**config.mk**
```make
export PLATFORM = sky130hd
export DESIGN_NAME = serial_word_compare
export DESIGN_NICKNAME = d
export VERILOG_FILES = /design/src/rtl/serial_word_compare_pkg.sv /design/src/rtl/serial_word_compare.sv
export SDC_FILE = /design/constraint.sdc
export NUM_CORES = 1
export LEC_CHECK = 0
export ABC_CLOCK_PERIOD_IN_PS = 2600
export CAP_MARGIN = 25
export CORE_MARGIN = 2
export CORE_UTILIZATION = 52
export DETAILED_ROUTE_END_ITERATION = 6
export GPL_TIMING_DRIVEN = 0
export MAX_ROUTING_LAYER = met4
export PLACE_DENSITY = 0.81
export SYNTH_ARGS = -nofsm -noshare
export SYNTH_HDL_FRONTEND = slang
export SYNTH_SLANG_ARGS = --single-unit
```
**constraint.sdc**
```tcl
create_clock -name clk -period 2.6 [get_ports clk]
set_clock_uncertainty 0.1 [all_clocks]
set_input_delay 0.65 -clock clk [delete_from_list [all_inputs] [get_ports clk]]
set_output_delay 0.65 -clock clk [all_outputs]
set_load 0.03 [all_outputs]
```
**src/rtl/serial_word_compare_pkg.sv**
```systemverilog
`default_nettype none
// ============================================================================
// Module      : serial_word_compare_pkg
// Description : Shared types and constants for the nibble-serial magnitude
//               comparator: nibble width, scan state encoding, result record.
// Revision    : 1.0 - initial release
// ============================================================================
package serial_word_compare_pkg;

  localparam int NIBBLE_W = 4;

  typedef enum logic [1:0] {
    IDLE = 2'd0,
    SCAN = 2'd1,
    DONE = 2'd2
  } state_t;

  typedef struct packed {
    logic err;
    logic less;
    logic equal;
    logic greater;
  } result_t;

endpackage

`default_nettype wire

```
**src/rtl/serial_word_compare.sv**
```systemverilog
`default_nettype none
// ============================================================================
// Module      : serial_word_compare
// Description : Multi-cycle magnitude comparator for W = 4*NIBBLES bit words.
//               Scans MS nibble first through an external 4-bit comparator,
//               stops at the first unequal nibble, returns a registered
//               less/equal/greater (or err) result over valid/ready.
// Revision    : 1.0 - initial release
// ============================================================================
module serial_word_compare
  import serial_word_compare_pkg::*;
#(
  parameter int NIBBLES = 4
) (
  input  logic                          clk,
  input  logic                          reset,
  input  logic                          in_valid,
  output logic                          in_ready,
  input  logic [NIBBLE_W*NIBBLES-1:0]   in_a,
  input  logic [NIBBLE_W*NIBBLES-1:0]   in_b,
  output logic [NIBBLE_W-1:0]           cmp_a,
  output logic [NIBBLE_W-1:0]           cmp_b,
  input  logic                          cmp_less,
  input  logic                          cmp_equal,
  input  logic                          cmp_greater,
  output logic                          out_valid,
  input  logic                          out_ready,
  output logic                          out_less,
  output logic                          out_equal,
  output logic                          out_greater,
  output logic                          out_err
);

  localparam int W     = NIBBLE_W * NIBBLES;
  localparam int IDX_W = (NIBBLES > 1) ? $clog2(NIBBLES) : 1;

  state_t            r_state;
  state_t            w_state_next;
  logic [IDX_W-1:0]  r_idx;
  logic [W-1:0]      r_a;
  logic [W-1:0]      r_b;
  result_t           r_result;

  logic              w_accept;
  logic              w_onehot;
  logic              w_last;
  logic              w_scan_exit;

  assign w_accept    = (r_state == IDLE) && in_valid;
  assign w_onehot    = $onehot({cmp_less, cmp_equal, cmp_greater});
  assign w_last      = (r_idx == '0);
  // Any non-equal (or malformed) answer ends the scan; idx==0 ends it too.
  assign w_scan_exit = !w_onehot || !cmp_equal || w_last;

  // Nibble mux: present the nibble pair selected by idx to the comparator.
  always_comb begin
    cmp_a = '0;
    cmp_b = '0;
    for (int i = 0; i < NIBBLES; i++) begin
      if (r_idx == IDX_W'(i)) begin
        cmp_a = r_a[i*NIBBLE_W +: NIBBLE_W];
        cmp_b = r_b[i*NIBBLE_W +: NIBBLE_W];
      end
    end
  end

  // State register.
  always_ff @(posedge clk or posedge reset) begin
    if (reset) begin
      r_state <= IDLE;
    end else begin
      r_state <= w_state_next;
    end
  end

  // Next-state logic.
  always_comb begin
    w_state_next = r_state;
    case (r_state)
      IDLE:    if (w_accept)    w_state_next = SCAN;
      SCAN:    if (w_scan_exit) w_state_next = DONE;
      DONE:    if (out_ready)   w_state_next = IDLE;
      default:                  w_state_next = IDLE;
    endcase
  end

  // Datapath: capture operands, walk idx down, latch and clear the result.
  always_ff @(posedge clk or posedge reset) begin
    if (reset) begin
      r_a      <= '0;
      r_b      <= '0;
      r_idx    <= '0;
      r_result <= '0;
    end else begin
      case (r_state)
        IDLE: begin
          if (w_accept) begin
            r_a   <= in_a;
            r_b   <= in_b;
            r_idx <= IDX_W'(NIBBLES - 1);
          end
        end
        SCAN: begin
          if (!w_onehot) begin
            r_result <= '{err: 1'b1, less: 1'b0, equal: 1'b0, greater: 1'b0};
          end else if (cmp_less) begin
            r_result <= '{err: 1'b0, less: 1'b1, equal: 1'b0, greater: 1'b0};
          end else if (cmp_greater) begin
            r_result <= '{err: 1'b0, less: 1'b0, equal: 1'b0, greater: 1'b1};
          end else if (w_last) begin
            r_result <= '{err: 1'b0, less: 1'b0, equal: 1'b1, greater: 1'b0};
          end else begin
            r_idx <= r_idx - IDX_W'(1);
          end
        end
        DONE: begin
          if (out_ready) begin
            r_result <= '0;
          end
        end
        default: begin
          r_result <= '0;
        end
      endcase
    end
  end

  // Output decode; in_ready is masked while reset is held.
  always_comb begin
    in_ready    = (r_state == IDLE) && !reset;
    out_valid   = (r_state == DONE);
    out_err     = r_result.err;
    out_less    = r_result.less;
    out_equal   = r_result.equal;
    out_greater = r_result.greater;
  end

endmodule

`default_nettype wire
```
# After elaboration in Yosys (flattened, before gate mapping)
# Index checks and enable logic that the tools add are counted.
# op_classes
add_sub_neg,3
n_reduce_logical,14
n_eq_ne,14
bitwise,1
muxes,24
# op_table
op,count
4-bit two-way mux,13
2-bit two-way mux,8
"2-bit != test, second input constant",6
4-bit one-hot mux with 3 select lines,1
"2-bit by 1-bit equality test with 1-bit output, second input constant",3
"2-bit equality test, second input constant",3
2-bit one-hot mux with 3 select lines,1
3-bit AND reduction,2
6-bit AND reduction,1
"5-bit != test, second input constant",1
2-bit logical NOT,2
2-bit one-hot mux with 2 select lines,1
1-bit logical NOT,3
1-bit by 1-bit adder with 2-bit output,1
2-bit by 1-bit adder with 2-bit output,1
1-bit logical AND,2
1-bit logical OR,2
"2-bit by 1-bit != test with 1-bit output, second input constant",1
2-bit AND reduction,1
2-bit nonzero test,1
"2-bit by 1-bit subtractor with 2-bit output, second input constant",1
1-bit inverter,1
# totals
ff_bits,40
wordCells,64
output_inout_bits,14
input_bits,39

# Depth between registers and ports, before layout
# depth
word_depth,8
mapped_depth,7

# Worst setup path after synthesis
# OpenSTA, ideal clock, no wires.
# synth_path
path_type,flip-flop to output port
from,register r_idx[0]
to,output port cmp_a[0]
arrival_time_ps,1467
path_slack_ps,383
path_buffers,1
path_stages_with_launch,7
cell_sequence,dfrtp_1 > inv_1 > ha_1 > buf_1 > nand2_1 > o21ai_0 > a22o_1
# synth_via
elab_chain_cells,5
elab_cells_between_ends,8
# synth_rtl
element,line,source
"start, declared",serial_word_compare.sv:39,logic [IDX_W-1:0] r_idx;
"start signal, assigned",serial_word_compare.sv:100,r_idx <= IDX_W'(NIBBLES - 1);
"start signal, assigned",serial_word_compare.sv:113,r_idx <= r_idx - IDX_W'(1);
2-bit logical NOT,serial_word_compare.sv:60,if (r_idx == IDX_W'(i)) begin
4-bit two-way mux (3 in series),serial_word_compare.sv:60,
4-bit two-way mux (*),serial_word_compare.sv:60,
"end, declared",serial_word_compare.sv:21,"output logic [NIBBLE_W-1:0] cmp_a,"
# Mark *: on every way between the ends. The rest lies on a longest branch, timed or not.

# Final worst setup path
# layout_path
from,register r_idx[1]
to,output port cmp_b[0]
# layout_via
elab_chain_cells,5
elab_cells_between_ends,8
# layout_rtl
element,line,source
2-bit logical NOT,serial_word_compare.sv:60,
4-bit two-way mux (3 in series),serial_word_compare.sv:60,
4-bit two-way mux (*),serial_word_compare.sv:60,
"end, declared",serial_word_compare.sv:22,"output logic [NIBBLE_W-1:0] cmp_b,"
# Marked as above.

==> flow_summary.yaml <==
run_status:
  status: "complete, no violations"
drt:
  detail_route.first_pass.iterations: 4
  detailroute.via_count: 1530
  post_drt_via_cell_ratio: 5.31
  detail_route.iter0.violations: 136
  wl_per_cell_um: 14.8
  detail-route-antenna-nets: 0
  route.detailed.drc: 0
  route.final.wire_length_mm: 4.26
placed_design:
  dpl_wire_length_mm: 3.06
  port-buffer-count: 52
  final_wtd_congestion: 0.754
  post_dp_cell_area_um2: 2560
finish:
  layout.nets: 285
  layout.cell_area.non_filler_um2: 2690
  proportion_of_layout_cells_with_a_drive_suffix_above_1: 0.254
  syn_to_final_growth_pct: 35.7
  insertedDiodeCount: 0
  n_fill_cell: 289
power:
  static-leakage-power_nw: 1.17
  power_switching_share: 0.356
  combPwrFrac: 0.433
  seqPwrFrac: 0.405
  power.clock.fraction: 0.162
  vdd_ir_drop_max_uv: 526
  power.net_switching_uw: 923
  internal_power_mw: 1.67
  powerDensity_nw_per_um2: 965
floorplan:
  die_w_um: 65.7
  floorplan.die.height_um: 65.7
  placeableCoreArea_um2: 3660
  die_area_um2: 4310
  ios: 53
  rows: 22
  floorplan.initialDensity: 0.540
timing:
  fmaxAchievable_mhz: 403
  relSlewSlack: 0.454
  setup_viol: 0
  maxSlewViolCount: 0
  timing.final.crit_share: 0.955
  setup-tns-final_ns: 0
  finalCriticalPeriod_ns: 2.48
  final_hold_viol_count: 0
  tightest_slew_ns: 0.818
  setup_repair_after_global_routing_missed_its_margin: "no"
critical_path:
  r2r_setup_slack_ns: 0.90
  path_cells: "inv_2 -> ha_4 -> buf_4 -> a21oi_1 -> o21ai_1 -> a22o_1 -> buf_2"
  timing.setup.critical_path_class: "reg -> out"
  rr_worst_depth: 4
  critical_path.max_stage_delay_ns: 0.42
  critical_path.n_buffers_inverters: 3
  path_delay_family: "buffers and inverters"
  end_kind: "primary output"
  crit_path_max_fanout: 10
  worst-endpoint-required_ns: 1.85
  startpoint_type: "flop"
  worstReg2RegStart: "r_state[0]"
  crit_path_start: "r_idx[1]"
  critical_path_arrival_ns: 1.73
  slowest_stage: "sky130_fd_sc_hd__dfrtp_1"
  critical_path_depth: 7
yosys:
  synth-seq-cells: 40
  ys.warnings.count: 0
  yosys_most_used_dff: "sky130_fd_sc_hd__dfrtp_1"
  yosys-mux-area-fraction: 0.147
  synth_edf_count: 0
  synth-async-reset-ratio: 1.00
  synth.net_count: 228
  netlist-cell-type-count: 27
  synth-compound-area-share: 0.150
  synth-seq-area-share: 0.506
  synth_adder_area_share: 0.0481
  postSynthCellCount: 182
  synth_top_family_by_area: "compound AO/OA/AOI/OAI gates"
  synth.cell_area_um2: 1980
  post_synth_and_or_nand_nor_area_fraction: 0.0810
  synth_xor_xnor_area_share: 0
  postSynthAreaPerCell_um2: 10.9
clock_tree:
  post-cts-setup-buffer-count: 0
  clock_sinks: 40
  cts_inserted_buffers: 5
  post_cts_hold_buffer_count: 0
  clock_latency_ns: 0.29
  clockRootBuffer: "sky130_fd_sc_hd__clkbuf_8"
  h-tree-depth: 2
  tritoncts: "yes"
  clk_pin_slew_worst_paths_ns: 0.07
  clockBufferDepth: 2
global_route:
  antenna_found_initial: 0
  wire_length_of_the_first_global_routing_pass_mm: 7.23
  grt_usage: 0.229
  global_route.overflow_total: 0
  grt_pass1_vias: 1637
  grt_max_degree: 41
min_path:
  number_of_cells_on_the_worst_hold_path: 2
  hold_path.startpoint: "out_equal"
  min_path_type: "reg -> reg"
run:
  max_cap_violations: 0
==> per-stage QoR <==
stage | hold slack [ns] | setup WS, ns | std cells | util | power, mW
after detailed placement | 0.391 | -0.519 | 282 | 0.699 | 2.21
after global routing | 0.428 | 0.000688 | 288 | 0.733 | 2.77
after CTS | 0.412 | 0.00189 | 288 | 0.725 | 2.58
final | 0.408 | 0.116 | 288 | 0.733 | 2.59
after global placement | 0.383 | -0.486 | 282 | 0.699 | 2.17
after floorplan | 0.380 | 0.383 | 182 | - | 1.82
==> Yosys cell counts (2+ instances only) <==
master | n | share of area
sky130_fd_sc_hd__nor2_1 | 2 | 0.0038
sky130_fd_sc_hd__mux2i_1 | 2 | 0.010
sky130_fd_sc_hd__nand2b_1 | 2 | 0.0063
sky130_fd_sc_hd__mux2_2 | 24 | 0.14
sky130_fd_sc_hd__inv_1 | 18 | 0.034
sky130_fd_sc_hd__clkbuf_1 | 4 | 0.0076
sky130_fd_sc_hd__nand2_1 | 18 | 0.034
sky130_fd_sc_hd__o21ai_0 | 17 | 0.043
sky130_fd_sc_hd__buf_2 | 3 | 0.0076
sky130_fd_sc_hd__ha_1 | 6 | 0.038
sky130_fd_sc_hd__nor3_1 | 2 | 0.0051
sky130_fd_sc_hd__a21oi_1 | 20 | 0.051
sky130_fd_sc_hd__dfrtp_1 | 40 | 0.51
sky130_fd_sc_hd__buf_6 | 3 | 0.017
sky130_fd_sc_hd__a22o_1 | 9 | 0.040
==> final timing paths <==
kind                             endpoint
worst max-delay path             cmp_b[0]
worst min-delay path            out_equal
worst max register to register    r_a[15]
worst min register to register  out_equal
max in group asynchronous        r_idx[0]
min in group asynchronous       out_equal
==> routing by layer <==
metal / share of wire / track usage
met5: 0 / -
met3: 0.063 / 0.0668
met4: 0.0089 / 0.0547
met1: 0.46 / 0.283
met2: 0.46 / 0.372
==> worst min-delay path, stage by stage, from the launching register on <==
cell                      delay, ns
sky130_fd_sc_hd__dfrtp_1       0.35
sky130_fd_sc_hd__a21oi_1       0.05
sky130_fd_sc_hd__nor2_1        0.07
==> power groups by stage <==
stage | Combinational [mW] | Sequential [mW] | Clock, mW
global placement | 1.13 | 1.04 | 0
detailed placement | 1.15 | 1.06 | 0
global route | 1.22 | 1.08 | 0.460
floorplan | 0.794 | 1.03 | 0
CTS | 1.11 | 1.04 | 0.426
finish | 1.12 | 1.05 | 0.419
==> registers in the layout, summed over array words and instances (netlist names) <==
register,cells
r_state,2
r_a,16
out_err,1
out_greater,1
out_equal,1
r_b,16
r_idx,2
out_less,1
==> what timing repair did <==
item | CTS | global route
pin swaps | 0 | 0
endpoints found under the setup margin | 9 | 10
endpoints found under the hold margin | 0 | 0
cloned | 0 | 0
resized for setup | 58 | 16
==> cells in the final DEF (no fill, tap or decap), drive strengths merged <==
master / instances
a22o: 9
a21boi: 1
dlygate4sd2: 1
and4bb: 2
nor2: 2
mux2i: 2
nor2b: 1
dfrtp: 40
inv: 18
nand4: 1
a21oi: 20
nor3b: 1
fa: 1
a31o: 1
o21ai: 17
and3: 1
o31ai: 1
nand2: 18
buf: 13
clkdlybuf4s50: 43
ha: 6
clkbuf: 12
nand2b: 2
nor3: 2
a2bb2oi: 1
mux2: 24
==> kinds of logic (layout without fill, tap and decap cells) <==
group,Yosys count,in the layout
mux,26,26
compound gates,50,50
flops,40,40
simple gates,30,30
buf+inv,29,87
fa+ha+maj,7,7
==> area by class of cell <==
class,count,area (um^2),area share
multi-input cells,113,896,0.334
repair buffers,52,489,0.182
flip-flops and latches,40,1000,0.373
clock buffers,8,90.1,0.0336
inverters,18,70.1,0.0261
plain buffers,9,77.6,0.0289
well taps,48,60.1,0.0224
Power figures use the tool's default switching activity.
